`src/rtl/pipeline_hazard_controller_pkg.sv`:
```
// rtl/pipeline_hazard_controller_pkg.sv - shared register/ALU types and hazard-controller pipeline types
package BasicTypes;
  typedef logic [4:0] RegAddr;
  typedef enum logic [1:0] {
    OP_TYPE_REG  = 2'b00,
    OP_TYPE_IMM  = 2'b01,
    OP_TYPE_PC   = 2'b10,
    OP_TYPE_ZERO = 2'b11
  } ALUOpType;
endpackage

package PipelineTypes;
  import BasicTypes::*;

  typedef enum logic [1:0] {
    FWD_REGFILE = 2'b00,
    FWD_MEM     = 2'b01,
    FWD_WB      = 2'b10
  } FwdSel;

  typedef enum logic [1:0] {
    RUN        = 2'b00,
    LOAD_STALL = 2'b01,
    MEM_WAIT   = 2'b10
  } HazardState;

  typedef struct packed {
    logic   valid;
    logic   rdWrite;
    RegAddr rd;
    logic   isLoad;
  } InflightSlot;

  localparam InflightSlot EMPTY_SLOT = '0;

  function automatic logic srcMatch(input InflightSlot s, input RegAddr src, input logic used);
    return used && s.valid && s.rdWrite && (s.rd != '0) && (s.rd == src);
  endfunction

  // A matching load in EX cannot be forwarded; the load-use stall covers it.
  function automatic FwdSel pickFwd(input RegAddr src, input logic used,
                                    input InflightSlot ex, input InflightSlot mem);
    if (srcMatch(ex, src, used)) return ex.isLoad ? FWD_REGFILE : FWD_MEM;
    if (srcMatch(mem, src, used)) return FWD_WB;
    return FWD_REGFILE;
  endfunction
endpackage

```
`src/rtl/decode_stage_if.sv`:
```
// rtl/decode_stage_if.sv - Decode-stage instruction fields seen by the hazard controller
interface DecodeStageIF;
  import BasicTypes::*;
  logic     decValid;
  RegAddr   rs1Addr;
  RegAddr   rs2Addr;
  ALUOpType aluOp1Type;
  ALUOpType aluOp2Type;
  logic     isStore;
  logic     isLoad;
  RegAddr   rdAddr;
  logic     rdWrite;

  modport Controller (
    input decValid, rs1Addr, rs2Addr, aluOp1Type, aluOp2Type,
          isStore, isLoad, rdAddr, rdWrite
  );
endinterface

```
`src/rtl/pipeline_hazard_controller_scoreboard.sv`:
```
// rtl/pipeline_hazard_controller_scoreboard.sv - EX/MEM/WB in-flight destination slots
module inflight_scoreboard
  import PipelineTypes::*;
(
  input  logic        clk,
  input  logic        rst,
  input  logic        hold,
  input  InflightSlot entering,
  output InflightSlot exSlot,
  output InflightSlot memSlot,
  output InflightSlot wbSlot
);
  always_ff @(posedge clk or negedge rst) begin
    if (!rst) begin
      exSlot  <= EMPTY_SLOT;
      memSlot <= EMPTY_SLOT;
      wbSlot  <= EMPTY_SLOT;
    end else if (!hold) begin
      exSlot  <= entering;
      memSlot <= exSlot;
      wbSlot  <= memSlot;
    end
  end
endmodule

```
`src/rtl/pipeline_hazard_controller.sv`:
```
// rtl/pipeline_hazard_controller.sv - load-use stall, forwarding, flush and memory-freeze control
module pipeline_hazard_controller
  import BasicTypes::*;
  import PipelineTypes::*;
(
  input  logic              clk,
  input  logic              rst,
  DecodeStageIF.Controller  dec,
  input  logic              branchMispredict,
  input  logic              dmemBusy,
  output logic              stallFetch,
  output logic              stallDecode,
  output logic              bubbleExecute,
  output logic              flushDecode,
  output logic              freezeAll,
  output logic [1:0]        fwdSel1,
  output logic [1:0]        fwdSel2,
  output logic [31:0]       stallCount
);
  HazardState  state, nextState, resumeState, effState;
  InflightSlot exSlot, memSlot, wbSlot, entering;
  logic        use1, use2, loadUse, loadStall;
  logic        unusedSlotBits;

  inflight_scoreboard slots (
    .clk      (clk),
    .rst      (rst),
    .hold     (freezeAll),
    .entering (entering),
    .exSlot   (exSlot),
    .memSlot  (memSlot),
    .wbSlot   (wbSlot)
  );

  assign unusedSlotBits = ^{memSlot.isLoad, wbSlot};

  assign use1    = dec.decValid && (dec.aluOp1Type == OP_TYPE_REG);
  assign use2    = dec.decValid && ((dec.aluOp2Type == OP_TYPE_REG) || dec.isStore);
  assign loadUse = exSlot.isLoad &&
                   (srcMatch(exSlot, dec.rs1Addr, use1) || srcMatch(exSlot, dec.rs2Addr, use2));

  // MEM_WAIT is transparent once dmemBusy drops: that cycle behaves as the state it interrupted.
  assign effState = (state == MEM_WAIT) ? resumeState : state;

  // Outputs are gated by reset so they read idle while rst is held low.
  assign freezeAll     = rst && dmemBusy;
  assign flushDecode   = rst && !dmemBusy && branchMispredict;
  assign loadStall     = rst && !dmemBusy && !branchMispredict && loadUse && (effState == RUN);
  assign stallFetch    = loadStall;
  assign stallDecode   = loadStall;
  assign bubbleExecute = loadStall || flushDecode;

  always_comb begin
    fwdSel1 = FWD_REGFILE;
    fwdSel2 = FWD_REGFILE;
    if (rst && !bubbleExecute && dec.decValid) begin
      fwdSel1 = pickFwd(dec.rs1Addr, use1, exSlot, memSlot);
      fwdSel2 = pickFwd(dec.rs2Addr, use2, exSlot, memSlot);
    end
  end

  always_comb begin
    entering = EMPTY_SLOT;
    if (!bubbleExecute) begin
      entering = '{valid: dec.decValid, rdWrite: dec.rdWrite, rd: dec.rdAddr, isLoad: dec.isLoad};
    end
  end

  always_comb begin
    nextState = RUN;
    if (dmemBusy)                nextState = MEM_WAIT;
    else if (branchMispredict)   nextState = RUN;
    else if (loadStall)          nextState = LOAD_STALL;
  end

  always_ff @(posedge clk or negedge rst) begin
    if (!rst) begin
      state       <= RUN;
      resumeState <= RUN;
      stallCount  <= '0;
    end else begin
      state <= nextState;
      if (dmemBusy) resumeState <= effState;
      if ((stallDecode || freezeAll) && (stallCount != 32'hFFFF_FFFF)) begin
        stallCount <= stallCount + 32'd1;
      end
    end
  end
endmodule

```
`src/flat_wrapper.sv`:
```
// flat-port wrapper written by rule: the top's interface ports become plain ports
module pipeline_hazard_controller_flat import BasicTypes::*; import PipelineTypes::*;
  (clk, rst, branchMispredict, dmemBusy, stallFetch, stallDecode, bubbleExecute, flushDecode, freezeAll, fwdSel1, fwdSel2, stallCount, dec_decValid, dec_rs1Addr, dec_rs2Addr, dec_aluOp1Type, dec_aluOp2Type, dec_isStore, dec_isLoad, dec_rdAddr, dec_rdWrite);
  DecodeStageIF dec_i ();
  input  logic clk;
  input  logic rst;
  input  logic branchMispredict;
  input  logic dmemBusy;
  output logic stallFetch;
  output logic stallDecode;
  output logic bubbleExecute;
  output logic flushDecode;
  output logic freezeAll;
  output logic [1:0] fwdSel1;
  output logic [1:0] fwdSel2;
  output logic [31:0] stallCount;
  input wire logic [$bits(dec_i.decValid)-1:0] dec_decValid;
  input wire logic [$bits(dec_i.rs1Addr)-1:0] dec_rs1Addr;
  input wire logic [$bits(dec_i.rs2Addr)-1:0] dec_rs2Addr;
  input wire logic [$bits(dec_i.aluOp1Type)-1:0] dec_aluOp1Type;
  input wire logic [$bits(dec_i.aluOp2Type)-1:0] dec_aluOp2Type;
  input wire logic [$bits(dec_i.isStore)-1:0] dec_isStore;
  input wire logic [$bits(dec_i.isLoad)-1:0] dec_isLoad;
  input wire logic [$bits(dec_i.rdAddr)-1:0] dec_rdAddr;
  input wire logic [$bits(dec_i.rdWrite)-1:0] dec_rdWrite;
  assign dec_i.decValid = dec_decValid;
  assign dec_i.rs1Addr = dec_rs1Addr;
  assign dec_i.rs2Addr = dec_rs2Addr;
  assign dec_i.aluOp1Type = dec_aluOp1Type;
  assign dec_i.aluOp2Type = dec_aluOp2Type;
  assign dec_i.isStore = dec_isStore;
  assign dec_i.isLoad = dec_isLoad;
  assign dec_i.rdAddr = dec_rdAddr;
  assign dec_i.rdWrite = dec_rdWrite;
  pipeline_hazard_controller u_core (.clk(clk), .rst(rst), .dec(dec_i), .branchMispredict(branchMispredict), .dmemBusy(dmemBusy), .stallFetch(stallFetch), .stallDecode(stallDecode), .bubbleExecute(bubbleExecute), .flushDecode(flushDecode), .freezeAll(freezeAll), .fwdSel1(fwdSel1), .fwdSel2(fwdSel2), .stallCount(stallCount));
endmodule
```
`config.mk`:
```
export PLATFORM = sky130hd
export DESIGN_NAME = pipeline_hazard_controller_flat
export DESIGN_NICKNAME = d
export VERILOG_FILES = /design/src/rtl/pipeline_hazard_controller_pkg.sv /design/src/rtl/decode_stage_if.sv /design/src/rtl/pipeline_hazard_controller_scoreboard.sv /design/src/rtl/pipeline_hazard_controller.sv /design/src/flat_wrapper.sv
export SDC_FILE = /design/constraint.sdc
export NUM_CORES = 1
export LEC_CHECK = 0
export ABC_CLOCK_PERIOD_IN_PS = 2600
export BUFFER_PORTS_ARGS = -buffer_cell sky130_fd_sc_hd__buf_2
export CORE_AREA = 2 2 83 85
export CTS_CLUSTER_DIAMETER = 30
export DETAILED_ROUTE_END_ITERATION = 16
export DIE_AREA = 0 0 85 87
export HOLD_SLACK_MARGIN = 0.06
export PLACE_DENSITY = 0.85
export SYNTH_ARGS = -nofsm -noshare
export SYNTH_HDL_FRONTEND = slang
export SYNTH_HIERARCHICAL = 1
export SYNTH_SLANG_ARGS = --single-unit
```
`constraint.sdc`:
```
create_clock -name clk -period 2.6 [get_ports clk]
set_input_delay 0.26 -clock clk [delete_from_list [all_inputs] [get_ports clk]]
set_output_delay 0.26 -clock clk [all_outputs]
set_load 0.005 [all_outputs]
```
==> results of run 1 <==
==> area by class of cell <==
cell class	instances	area [µm²]	area share [%]
clock buffer	8	100	2.56
sequential	51	1280	32.7
multi-input combinational	196	1740	44.3
timing repair buffer	104	689	17.6
tap	80	100	2.56
inverter	3	11.3	0.288
==> critical path, delay by kind of cell, from the launching register on <==
| kind | cells | cell delay (ns) |
|---|---|---|
| xor+xnor | 1 | 0.18 |
| simple gates | 5 | 0.65 |
| compound gates | 1 | 0.39 |
| flops | 1 | 0.40 |
| buf+inv | 4 | 0.56 |
==> state kept, by name, summed over array words and instances, names as in the netlist <==
name                  count
u_core/resumeState        2
u_core/slots/exSlot       8
u_core/slots/memSlot      7
u_core/stallCount        32
u_core/state              2
==> layer usage <==
metal / track usage [%] / wire, µm
met5: 0 / 0
met3: 4.08 / 429
met1: 23.2 / 2990
met2: 29.7 / 3910
met4: 6.49 / 91
==> path summary, 6_finish.rpt <==
path                                                     from                                 end  slack (ns)  depth (start not counted)
min reg2reg                 u_core/stallCount[27]$_DFFE_PN0P_   u_core/stallCount[27]$_DFFE_PN0P_        0.50                          1
max                        u_core/slots/exSlot[2]$_DFFE_PN0N_                          fwdSel1[0]       -0.14                         11
max reg2reg                u_core/slots/exSlot[2]$_DFFE_PN0N_  u_core/slots/exSlot[5]$_DFFE_PN0N_       -0.11                         12
max in group asynchronous                                 rst  u_core/slots/exSlot[3]$_DFFE_PN0N_        1.96                          2
min in group asynchronous                                 rst   u_core/stallCount[10]$_DFFE_PN0P_        0.15                          2
min                                                  dmemBusy           u_core/state[1]$_DFF_PN0_        0.13                          1
==> timing repair <==
action / CTS / global route
buffers inserted: 10 / 18
pin swaps: 5 / 37
gates resized for setup: 8 / 70
cloned: 0 / 1
setup endpoints to repair: 9 / 47
==> power breakdown <==
part | total [mW] | switching (mW) | internal, mW
Sequential | 0.947 | 0.0908 | 0.857
Combinational | 0.380 | 0.173 | 0.207
Clock | 0.497 | 0.254 | 0.243
==> flow_metrics.env, run 1 <==
export IMPL_cts_hold_buf=0
export IMPL_die_h_um=87
export IMPL_max_clock_freq_ghz=0.365
export IMPL_path_clk_slew_ns=0.09
export IMPL_place_ws_ns=-0.000969
export IMPL_drt_initial_drc_count=120
export IMPL_root_buffer="clkbuf_8"
export IMPL_crit_top_cell="buf_6"
export IMPL_first_pass_iters=4
export IMPL_insertedDiodeCount=0
export IMPL_wl_per_cell_um=16.8
export IMPL_finish_instance_area_um2=3920
export IMPL_drc_errors=0
export IMPL_cp_slowest_cell="dfrtp_1"
export IMPL_synth_warnings=6
export IMPL_grt_first_pass_wirelength_um=10500
export IMPL_drv_slew=0
export IMPL_grt_pass1_vias=2191
export IMPL_setup_violations_final=33
export IMPL_ant_nets=0
export IMPL_die_x_um=85
export IMPL_worstPathMaxFanout=5
export IMPL_worst_slew_pin_slew_ns=0.761
export IMPL_finalPower_mw=1.82
export IMPL_synth_fp_nets=287
export IMPL_path_class="reg -> out"
export IMPL_wl_um=7430
export IMPL_layout_commonest_cell="buf_2"
export IMPL_ir_worst_vdd_mv=0.398
export IMPL_drv_cap=0
export IMPL_fin_util_pct=59.6
export IMPL_layout_nets=389
export IMPL_crit_path_end_kind="output port"
export IMPL_place_inst=406
export IMPL_finalHoldViolCount=0
export IMPL_nFillCells=524
export IMPL_fin_crit_sh_pct=105
export IMPL_skew_ns=0.0106
export IMPL_setup_slack_ns=-0.142
export IMPL_dieArea_um2=7400
export IMPL_placed_cell_area_um2=3240
export IMPL_gp_congestion=0.857
export IMPL_vias=2421
export IMPL_hold_class="in -> reg"
export IMPL_outcome="finished with violations"
export IMPL_avgSynthCellArea_um2=10.9
export IMPL_max_stage_delay_ns=0.40
export IMPL_power_density_nw_per_um2=466
export IMPL_layout_common_cells="66 x buf_2, 49 x dfrtp_1, 26 x xor2_1, 24 x buf_4, 19 x xnor2_1"
export IMPL_p_leak_nw=1.90
export IMPL_io_pins=68
export IMPL_grt_ovfl_total=0
export IMPL_violations="negative setup slack"
export IMPL_tns_ns=-1.86
export IMPL_numCtsBuffers=5
export IMPL_stdcell_count=442
export IMPL_worstPathRequired_ns=2.34
export IMPL_clkLatencyLatePin_ns=0.31
export IMPL_cts_sinks=51
export IMPL_drive_gt1_share_pct=49.7
export IMPL_rsz0062_at_grt="yes"
export IMPL_dp_hpwl_um=4640
export IMPL_slew_headroom_pct=48.9
export IMPL_arrival_ns=2.48
export IMPL_start_util_pct=43.0
export IMPL_cts_max_level=2
export IMPL_grt_total_usage_pct=18.0
export IMPL_via_per_inst=5.48
export IMPL_clock_path_buffers=2
export IMPL_cts_tree="done"
export IMPL_synthCells=259
export IMPL_core_um2=6570
export IMPL_cp_cell_sequence="buf_6 > buf_6 > xor2_4 > nor4_4 > nand3_2 > a2111oi_4 > buf_4 > nor2_4 > nand2_2 > nor2_2 > buf_2"
export IMPL_antenna_found_initial=0
export IMPL_placementRows=30
export IMPL_syn_to_final_growth_pct=38.5
export IMPL_grt_max_degree=54
export IMPL_syn_area_um2=2830
export IMPL_period_minus_slack_ns=2.74
export IMPL_whs_ns=0.133
export IMPL_start_kind="flop"
export IMPL_port_buffers=67
Power figures use the tool's default switching activity.
==> inputs of run 2 (changes only) <==
--- a/config.mk
+++ b/config.mk
@@ -7,10 +7,10 @@
 export LEC_CHECK = 0
 export ABC_CLOCK_PERIOD_IN_PS = 2600
 export BUFFER_PORTS_ARGS = -buffer_cell sky130_fd_sc_hd__buf_2
-export CORE_AREA = 2 2 83 85
+export CORE_AREA = 2 2 95 74
 export CTS_CLUSTER_DIAMETER = 30
 export DETAILED_ROUTE_END_ITERATION = 16
-export DIE_AREA = 0 0 85 87
+export DIE_AREA = 0 0 97 76
 export HOLD_SLACK_MARGIN = 0.06
 export PLACE_DENSITY = 0.85
 export SYNTH_ARGS = -nofsm -noshare
==> flow_metrics.env, run 2 (synthesis results as in run 1) <==
export IMPL_largest_register_ffs=32
export IMPL_grt_total_usage_pct=17.0
export IMPL_setup_violations_final=13
export IMPL_drv_slew=0
export IMPL_gp_congestion=0.870
export IMPL_worst_slew_pin_slew_ns=0.616
export IMPL_whs_ns=0.146
export IMPL_drt_initial_drc_count=107
export IMPL_placementRows=26
export IMPL_ir_worst_vdd_mv=0.210
export IMPL_fin_crit_sh_pct=103
export IMPL_cp_cell_sequence="xnor2_2 > nand3_1 > or4_4 > a2111oi_4 > buf_6 > o21a_1 > buf_6 > nand4_1 > xnor2_1"
export IMPL_first_pass_iters=4
export IMPL_io_pins=68
export IMPL_finalHoldViolCount=0
export IMPL_period_minus_slack_ns=2.69
export IMPL_min_from="dmemBusy"
export IMPL_slew_headroom_pct=58.6
export IMPL_grt_first_pass_wirelength_um=10400
export IMPL_wl_met1_um=3080
export IMPL_dieArea_um2=7370
export IMPL_place_ws_ns=-0.00429
export IMPL_violations="negative setup slack"
export IMPL_largest_register="u_core/stallCount"
export IMPL_cts_sinks=51
export IMPL_regToRegSetupSlack_ns=-0.09
export IMPL_path_class="reg -> reg"
export IMPL_r2r_start="u_core/slots/exSlot[2]$_DFFE_PN0N_"
export IMPL_clkLatencyLatePin_ns=0.30
export IMPL_dp_hpwl_um=4800
export IMPL_crit_top_cell="buf_6"
export IMPL_drc_errors=0
export IMPL_ant_nets=0
export IMPL_layout_commonest_cell="buf_2"
export IMPL_hold_depth=1
export IMPL_vias=2281
export IMPL_numCtsBuffers=5
export IMPL_antenna_found_initial=0
export IMPL_clock_path_buffers=2
export IMPL_drv_cap=0
export IMPL_rsz0062_at_grt="yes"
export IMPL_hold_class="in -> reg"
export IMPL_grt_ovfl_total=0
export IMPL_worstPathMaxFanout=10
export IMPL_insertedDiodeCount=0
export IMPL_dr_wl_met2_um=3220
export IMPL_crit_path_end_kind="flop"
export IMPL_die_h_um=76
export IMPL_p_leak_nw=1.70
export IMPL_drive_gt1_share_pct=39.8
export IMPL_start_kind="flop"
export IMPL_layout_common_cells="65 x buf_2, 48 x dfrtp_1, 27 x xor2_1, 21 x nand2_1"
export IMPL_max_stage_delay_ns=0.58
export IMPL_crit_buf_inv=2
export IMPL_routed_top_layer="met4"
export IMPL_die_x_um=97
export IMPL_crit_family="simple AND/OR/NAND/NOR gates"
export IMPL_cp_slowest_cell="or4_4"
export IMPL_setup_slack_ns=-0.0864
export IMPL_skew_ns=0.0135
export IMPL_worstPathRequired_ns=2.78
export IMPL_grt_max_degree=30
export IMPL_max_clock_freq_ghz=0.372
export IMPL_wl_um=6690
export IMPL_layout_nets=372
export IMPL_cts_tree="done"
export IMPL_grt_pass1_vias=2193
export IMPL_wl_per_cell_um=15.6
export IMPL_cts_max_level=2
export IMPL_outcome="finished with violations"
export IMPL_top_regs="u_core/stallCount x32, u_core/slots/exSlot x8, u_core/slots/memSlot x7"
export IMPL_start_util_pct=43.2
export IMPL_path_clk_slew_ns=0.09
export IMPL_syn_to_final_growth_pct=25.7
export IMPL_port_buffers=67
export IMPL_root_buffer="clkbuf_8"
export IMPL_r2r_end="u_core/stallCount[20]$_DFFE_PN0P_"
export IMPL_holdPathEnd="u_core/state[1]$_DFF_PN0_"
export IMPL_via_per_inst=5.33
export IMPL_power_density_nw_per_um2=505
export IMPL_arrival_ns=2.86
export IMPL_r2r_cells=9
export IMPL_core_um2=6540
export IMPL_wl_met3_um=318
-- run 2: changes by cell type in the layout (fill, tap and decap cells not counted), moves of 4 or more --
cell,change
nand3_1,+7
nor3_4,-4
nand3_2,-4
buf_4,-7
nor3_2,+4
buf_6,-7
nand2_2,-4
nor2_4,-5
and2_4,-5
nor2_1,+8
nand2_1,+4
and2_1,+5
-- run 2: power breakdown --
part / total, mW / internal, mW / switching (mW)
clock network: 0.532 / 0.281 / 0.250
registers: 0.945 / 0.857 / 0.0880
logic: 0.319 / 0.175 / 0.144
-- run 2: layer usage --
layer | GRT usage [%] | vias up
li1 | - | 1072
met3 | 3.12 | 6
met4 | 5.07 | 0
met1 | 24.4 | 1127
met2 | 26.5 | 76
met5 | 0 | -
-- run 2: worst max-delay path by stage --
stage / start / end / slack (ns) / depth (start not counted)
global route: u_core/slots/exSlot[1]$_DFFE_PN0N_ / u_core/stallCount[20]$_DFFE_PN0P_ / -0.16 / 9
detailed placement: u_core/slots/exSlot[2]$_DFFE_PN0N_ / fwdSel1[1] / -0.004 / 7
global placement: u_core/slots/exSlot[2]$_DFFE_PN0N_ / fwdSel2[1] / 0.14 / 7
finish: u_core/slots/exSlot[2]$_DFFE_PN0N_ / u_core/stallCount[20]$_DFFE_PN0P_ / -0.09 / 9
floorplan: u_core/slots/exSlot[1]$_DFFE_PN0N_ / u_core/slots/exSlot[0]$_DFFE_PN0N_ / 0.12 / 8
CTS: u_core/slots/exSlot[2]$_DFFE_PN0N_ / stallFetch / -0.04 / 6
-- run 2: layout make-up --
cell class | instances | area (µm²)
tap | 84 | 105
timing repair buffer | 87 | 508
inverter | 3 | 11.3
clock buffer | 5 | 68.8
sequential | 51 | 1280
clock inverter | 2 | 37.5
fill | 548 | 2990
multi-input combinational | 196 | 1540
-- run 2: through the flow --
step | area [µm²] | utilization (%) | TNS [ns] | total power [mW] | cells
6_report | 3550 | 54.3 | -0.571 | 1.80 | 428
5_1_grt | 3550 | 54.3 | -1.77 | 1.90 | 428
4_1_cts | 3410 | 52.2 | -0.120 | 1.79 | 422
3_5_place_dp | 3240 | 49.6 | -0.00429 | 1.25 | 409
3_3_place_gp | 3240 | 49.6 | 0 | 1.23 | 409
2_1_floorplan | 2830 | - | 0 | 1.12 | 259
-- run 2: worst reg2reg max path, cell delays in order (launching register included) --
cell and delay [ns]:
dfrtp_2 0.46, xnor2_2 0.15, nand3_1 0.11, or4_4 0.58, a2111oi_4 0.43, buf_6 0.23
o21a_1 0.15, buf_6 0.14, nand4_1 0.14, xnor2_1 0.18
-- run 2: repair_timing --
| item | CTS | global route |
|---|---|---|
| endpoints found under the setup margin | 5 | 45 |
| hold buffers | 1 | 0 |
| gates resized for setup | 5 | 18 |
| gates cloned | 0 | 1 |
| hold endpoints to repair | 22 | 0 |
| setup buffers | 5 | 5 |
| pin swaps | 7 | 10 |
